File: src/rtl/bus_arbiter_n.sv
// bus_arbiter_n: round-robin N-master bus arbiter with split
// re-grant priority and a watchdog that frees a hung bus.
module bus_arbiter_n #(
  parameter  int NUM_MASTERS = 4,
  parameter  int NUM_SLAVES  = 3,
  parameter  int SLAVE_LEN   = 2,
  parameter  int TIMEOUT     = 1024,
  localparam int IDX_W       = $clog2(NUM_MASTERS)
) (
  input  logic                           clk,
  input  logic                           rst,
  input  logic [NUM_MASTERS-1:0]         request,
  input  logic [NUM_MASTERS*SLAVE_LEN-1:0] slave_sel,
  input  logic                           trans_done,
  input  logic [NUM_SLAVES-1:0]          split_en,
  output logic [NUM_MASTERS-1:0]         grant,
  output logic [IDX_W-1:0]               grant_idx,
  output logic [SLAVE_LEN-1:0]           active_slave,
  output logic                           bus_busy,
  output logic                           arbiter_busy,
  output logic [NUM_MASTERS-1:0]         split_pending,
  output logic                           timeout,
  output logic                           sel_err
);

  localparam logic [1:0] S_IDLE = 2'd0;
  localparam logic [1:0] S_BUSY = 2'd1;
  localparam logic [1:0] S_REL  = 2'd2;

  localparam int WD_W =
    (TIMEOUT > 0) ? $clog2(TIMEOUT + 1) : 1;
  localparam logic [WD_W-1:0] WD_LAST =
    WD_W'((TIMEOUT > 0) ? TIMEOUT - 1 : 0);
  localparam logic [SLAVE_LEN:0] NS_LIM =
    (SLAVE_LEN + 1)'(NUM_SLAVES);

  logic [1:0]             state;
  logic [IDX_W-1:0]       rr_ptr;
  logic [WD_W-1:0]        wd;
  logic [NUM_MASTERS-1:0] req_q;
  logic [SLAVE_LEN-1:0]   rec [NUM_MASTERS];

  logic [SLAVE_LEN-1:0]     sel [NUM_MASTERS];
  logic [NUM_MASTERS-1:0]   sel_ok;
  logic [NUM_MASTERS-1:0]   elig;
  logic [NUM_MASTERS-1:0]   sready;
  logic [2**SLAVE_LEN-1:0]  split_ext;
  logic [NUM_MASTERS-1:0]   pend_nxt;
  logic [NUM_MASTERS-1:0]   win_oh;
  logic [IDX_W-1:0]         win;
  logic                     win_vld;
  logic                     rel_split;
  logic                     rel_abort;
  logic                     rel_wd;
  logic                     rel_any;
  int                       j;

  assign arbiter_busy = (state != S_IDLE);

  // Split lines are widened so any recorded slave index is safe.
  always_comb begin
    split_ext = '0;
    split_ext[NUM_SLAVES-1:0] = split_en;
    for (int i = 0; i < NUM_MASTERS; i++) begin
      sel[i]    = slave_sel[i*SLAVE_LEN +: SLAVE_LEN];
      sel_ok[i] = {1'b0, sel[i]} < NS_LIM;
      elig[i]   = request[i] & sel_ok[i]
                & ~split_pending[i];
      sready[i] = split_pending[i] & request[i]
                & ~split_ext[rec[i]];
    end
  end

  // Reverse scans so the last hit is the preferred one.
  always_comb begin
    win = '0;
    j   = 0;
    if (|sready) begin
      for (int i = NUM_MASTERS - 1; i >= 0; i--)
        if (sready[i]) win = IDX_W'(i);
    end else begin
      for (int k = NUM_MASTERS - 1; k >= 0; k--) begin
        j = (int'(rr_ptr) + k) % NUM_MASTERS;
        if (elig[j]) win = IDX_W'(j);
      end
    end
  end

  assign win_vld = (|sready) | (|elig);

  always_comb begin
    win_oh      = '0;
    win_oh[win] = 1'b1;
  end

  assign rel_split = split_ext[active_slave];
  assign rel_abort = ~request[grant_idx];
  assign rel_wd    = (TIMEOUT > 0) && (wd == WD_LAST);
  assign rel_any   = trans_done | rel_split
                   | rel_abort | rel_wd;

  always_comb begin
    pend_nxt = split_pending & request;
    if (state == S_IDLE && win_vld)
      pend_nxt[win] = 1'b0;
    if (state == S_BUSY && !trans_done && rel_split)
      pend_nxt[grant_idx] = 1'b1;
  end

  always_ff @(posedge clk or negedge rst) begin
    if (!rst) begin
      state         <= S_IDLE;
      rr_ptr        <= '0;
      wd            <= '0;
      req_q         <= '0;
      grant         <= '0;
      grant_idx     <= '0;
      active_slave  <= '0;
      bus_busy      <= 1'b0;
      split_pending <= '0;
      timeout       <= 1'b0;
      sel_err       <= 1'b0;
      for (int i = 0; i < NUM_MASTERS; i++)
        rec[i] <= '0;
    end else begin
      req_q         <= request;
      sel_err       <= |(request & ~req_q & ~sel_ok);
      timeout       <= 1'b0;
      split_pending <= pend_nxt;
      unique case (state)
        S_IDLE: begin
          if (win_vld) begin
            grant        <= win_oh;
            grant_idx    <= win;
            active_slave <= sel[win];
            bus_busy     <= 1'b1;
            rr_ptr       <= IDX_W'((int'(win) + 1)
                            % NUM_MASTERS);
            wd           <= '0;
            state        <= S_BUSY;
          end
        end
        S_BUSY: begin
          if (wd != '1) wd <= wd + 1'b1;
          if (!trans_done && rel_split)
            rec[grant_idx] <= active_slave;
          if (rel_any) begin
            grant        <= '0;
            grant_idx    <= '0;
            active_slave <= '0;
            bus_busy     <= 1'b0;
            timeout      <= rel_wd & ~trans_done
                          & ~rel_split & ~rel_abort;
            state        <= S_REL;
          end
        end
        S_REL:   state <= S_IDLE;
        default: state <= S_IDLE;
      endcase
    end
  end

endmodule
File: config.mk
export PLATFORM = sky130hd
export DESIGN_NAME = bus_arbiter_n
export DESIGN_NICKNAME = d
export VERILOG_FILES = /design/src/rtl/bus_arbiter_n.sv
export SDC_FILE = /design/constraint.sdc
export NUM_CORES = 1
export LEC_CHECK = 0
export CORE_MARGIN = 1
export CORE_UTILIZATION = 54
export DETAILED_ROUTE_END_ITERATION = 8
export PLACE_DENSITY = 0.83
export RECOVER_POWER = 25
export SLEW_MARGIN = 20
export SYNTH_ARGS = -nofsm -noshare
export SYNTH_HDL_FRONTEND = slang
export SYNTH_SLANG_ARGS = --single-unit
File: constraint.sdc
create_clock -name clk -period 2.3 [get_ports clk]
set_input_delay 0.23 -clock clk [delete_from_list [all_inputs] [get_ports clk]]
set_output_delay 0.23 -clock clk [all_outputs]
set_load 0.005 [all_outputs]
==> results.sh <==
export IMPL_cts_setup_buffers=0
export IMPL_endpoint_kind="register"
export IMPL_die_w_um=66.3
export IMPL_numCtsBuffers=5
export IMPL_worst_setup_path_start_kind="primary input"
export IMPL_via_count=1875
export IMPL_crit_slowest_cell="dlygate4sd3_1"
export IMPL_tns_ns=0
export IMPL_rows=23
export IMPL_design_area_um2=2930
export IMPL_synth_fp_nets=244
export IMPL_synth_xor_area_share_pct=3.13
export IMPL_cts_htree_levels=2
export IMPL_final_common_cell="dfrtp_1"
export IMPL_finClkSkew_ns=0.00771
export IMPL_hold_path_class="primary input to asynchronous set/reset pin"
export IMPL_synth_cells=221
export IMPL_drc=0
export IMPL_clk_latency_ns=0.29
export IMPL_final_cell_mix="dfrtp_1, nand2_1, clkdlybuf4s50_1"
export IMPL_routedWlPerCell_um=15.2
export IMPL_start_util_pct=55.9
export IMPL_netlist_area_um2=2240
export IMPL_crit_chain="dlygate4sd3_1 > inv_1 > a211oi_2 > a311o_1 > a21oi_1 > or2_1 > buf_4 > o31a_1 > a32o_1"
export IMPL_core_um2=4000
export IMPL_max_stage_delay_ns=0.61
export IMPL_wl_met3_um=264
export IMPL_cp_max_fo=5
export IMPL_wirelength_um=5170
export IMPL_status="completed"
export IMPL_ant_nets=0
export IMPL_viasPerCell=5.53
export IMPL_synthMuxAreaShare_pct=8.28
export IMPL_firstDrtPassIters=4
export IMPL_p_leak_nw=1.39
export IMPL_avgSynthCellArea_um2=10.1
export IMPL_ios=34
export IMPL_grt_overflow_total=0
export IMPL_m1WireLength_um=2310
export IMPL_synth_edf_count=0
export IMPL_grt_max_degree=43
export IMPL_async_flop_share_pct=100
export IMPL_max_cap_violations=0
export IMPL_hold_viol_final=0
export IMPL_ctsHoldBuffers=0
export IMPL_ctsRootBufferMaster="clkbuf_8"
export IMPL_power_density_nw_per_um2=956
export IMPL_post_route_period_util_pct=93.5
export IMPL_diodes=0
export IMPL_yosys_area_share_simple_pct=22.3
export IMPL_crit_required_ns=2.49
export IMPL_drive_gt1_share_pct=21.5
export IMPL_drt_first_iter_violations=137
export IMPL_grt_use_total_pct=25.2
export IMPL_routabilityCongestion=0.927
export IMPL_grt_pass1_vias=1753
export IMPL_synth_compound_area_share_pct=14.5
export IMPL_slew_violations=0
export IMPL_ys_flop_type="dfrtp_1"
export IMPL_ys_seq_area_share_pct=47.0
export IMPL_setup_viol=0
export IMPL_cts_sinks=42
export IMPL_ir_worst_vdd_v=0.000605
export IMPL_ys_seq_elements=42
export IMPL_grt_pass1_wl_um=8000
export IMPL_grt_antenna_before_repair=0
export IMPL_clock_fmax_mhz=465
export IMPL_wl_met2_um=2500
export IMPL_finalCriticalPeriod_ns=2.15
export IMPL_cts_resized=0
export IMPL_timing_hold_ws_ns=0.0948
export IMPL_cts_max_path_buffers=2
export IMPL_post_dp_cell_area_um2=2850
export IMPL_cts_clk_slew_worst_paths_ns=0.08
export IMPL_cts_tree="built"
export IMPL_hpwlAfterDp_um=3860
export IMPL_synth_adder_area_share_pct=2.80
export IMPL_rsz0062_at_grt="no"
export IMPL_tightest_slew_ns=0.994
export IMPL_cp_arrival_ns=2.34
export IMPL_ys_warn_count=0
export IMPL_highest_layer="met4"
export IMPL_fillers=303
export IMPL_synth_top_family_by_area="simple AND/OR/NAND/NOR gates"
export IMPL_layout_nets=312
export IMPL_area_growth_pct=31.1
export IMPL_maxSlewHeadroom_pct=33.7
export IMPL_ys_types=51
export IMPL_dieArea_um2=4400
export IMPL_critPathKind="primary input to register"
export IMPL_die_y_um=66.3
export IMPL_io_buffers=33
==> worst max-delay path: cells and delay by family <==
family                 cells  cell delay, ns
AOI/OAI and AO/OA          5            1.01
buffers and inverters      3            0.84
and+or+nand+nor            1            0.26
==> synth_stat cells (all sizes together) (3+ instances only) <==
library cell | count | area (um2)
dfrtp | 42 | 1050
nand2 | 39 | 146
nor2 | 21 | 81.3
mux2 | 10 | 113
inv | 8 | 30.0
nand3 | 8 | 40.0
xor2 | 7 | 61.3
o21ai | 6 | 30.0
and2 | 5 | 33.8
ha | 5 | 62.6
mux2i | 5 | 50.1
nand4 | 5 | 31.3
a21o | 4 | 30.0
a21oi | 4 | 27.5
nand2b | 4 | 25.0
and3 | 3 | 23.8
and4 | 3 | 26.3
buf | 3 | 15.0
nand4b | 3 | 26.3
nor3 | 3 | 15.0
o21a | 3 | 22.5
o221ai | 3 | 32.5
o31a | 3 | 26.3
==> power by group <==
part,internal (mW),switching [mW]
registers,0.930,0.208
logic,0.663,0.563
clock network,0.204,0.234
total,1.80,1.01
==> path summary, 6_finish.rpt <==
kind                                        from               end  slack (ns)  cells past startpoint
worst min register to register          grant[3]          grant[3]        0.48                      2
worst max-delay path                  request[3]   active_slave[0]        0.15                      9
worst min-delay path                         rst          grant[3]        0.09                      1
worst max register to register  split_pending[0]         rr_ptr[1]        0.16                      8
max in group asynchronous                    rst  split_pending[1]        1.59                      1
min in group clk                        grant[3]          grant[3]        0.48                      2
==> layout make-up <==
class                   count  area, um2  share of cell area [%]
clock buffers               5       68.8                    2.35
clock inverters             2       10.0                   0.341
inverters                   8       30.0                    1.02
multi-input cells         168       1150                    39.2
flip-flops and latches     42       1050                    35.9
well taps                  50       62.6                    2.13
repair buffers             64        559                    19.1
==> layer usage <==
layer  up-vias  track usage, %
li1        924               -
met1       887            32.7
met2        57            41.7
met3         7            4.48
met4         0            9.31
met5         -               0
==> kinds of logic (layout without fill, tap and decap cells) <==
kind of cell,Yosys count,count (layout)
and+or+nand+nor,101,101
AOI/OAI and AO/OA,38,38
DFF,42,42
muxes,16,16
adders and majority gates,5,5
buffers and inverters,11,79
xor gates and xnor gates,8,8
==> per-stage QoR <==
step           utilization, %  setup WS (ns)  total power, mW  instances
2_1_floorplan               -          0.189             1.78        221
4_1_cts                  73.3         0.0469             2.81        339
3_5_place_dp             71.3         -0.202             2.36        332
6_report                 73.3          0.150             2.80        339
5_1_grt                  73.3        0.00898             2.98        339
3_3_place_gp             71.3         -0.146             2.32        332
==> sequential cells by signal (all words and copies together) (netlist names), 2 cells and up <==
name,count
grant_idx,2
state,2
req_q,4
rr_ptr,2
active_slave,2
grant,4
rec,8
split_pending,4
wd,11
(Power assumes the default switching activity.)
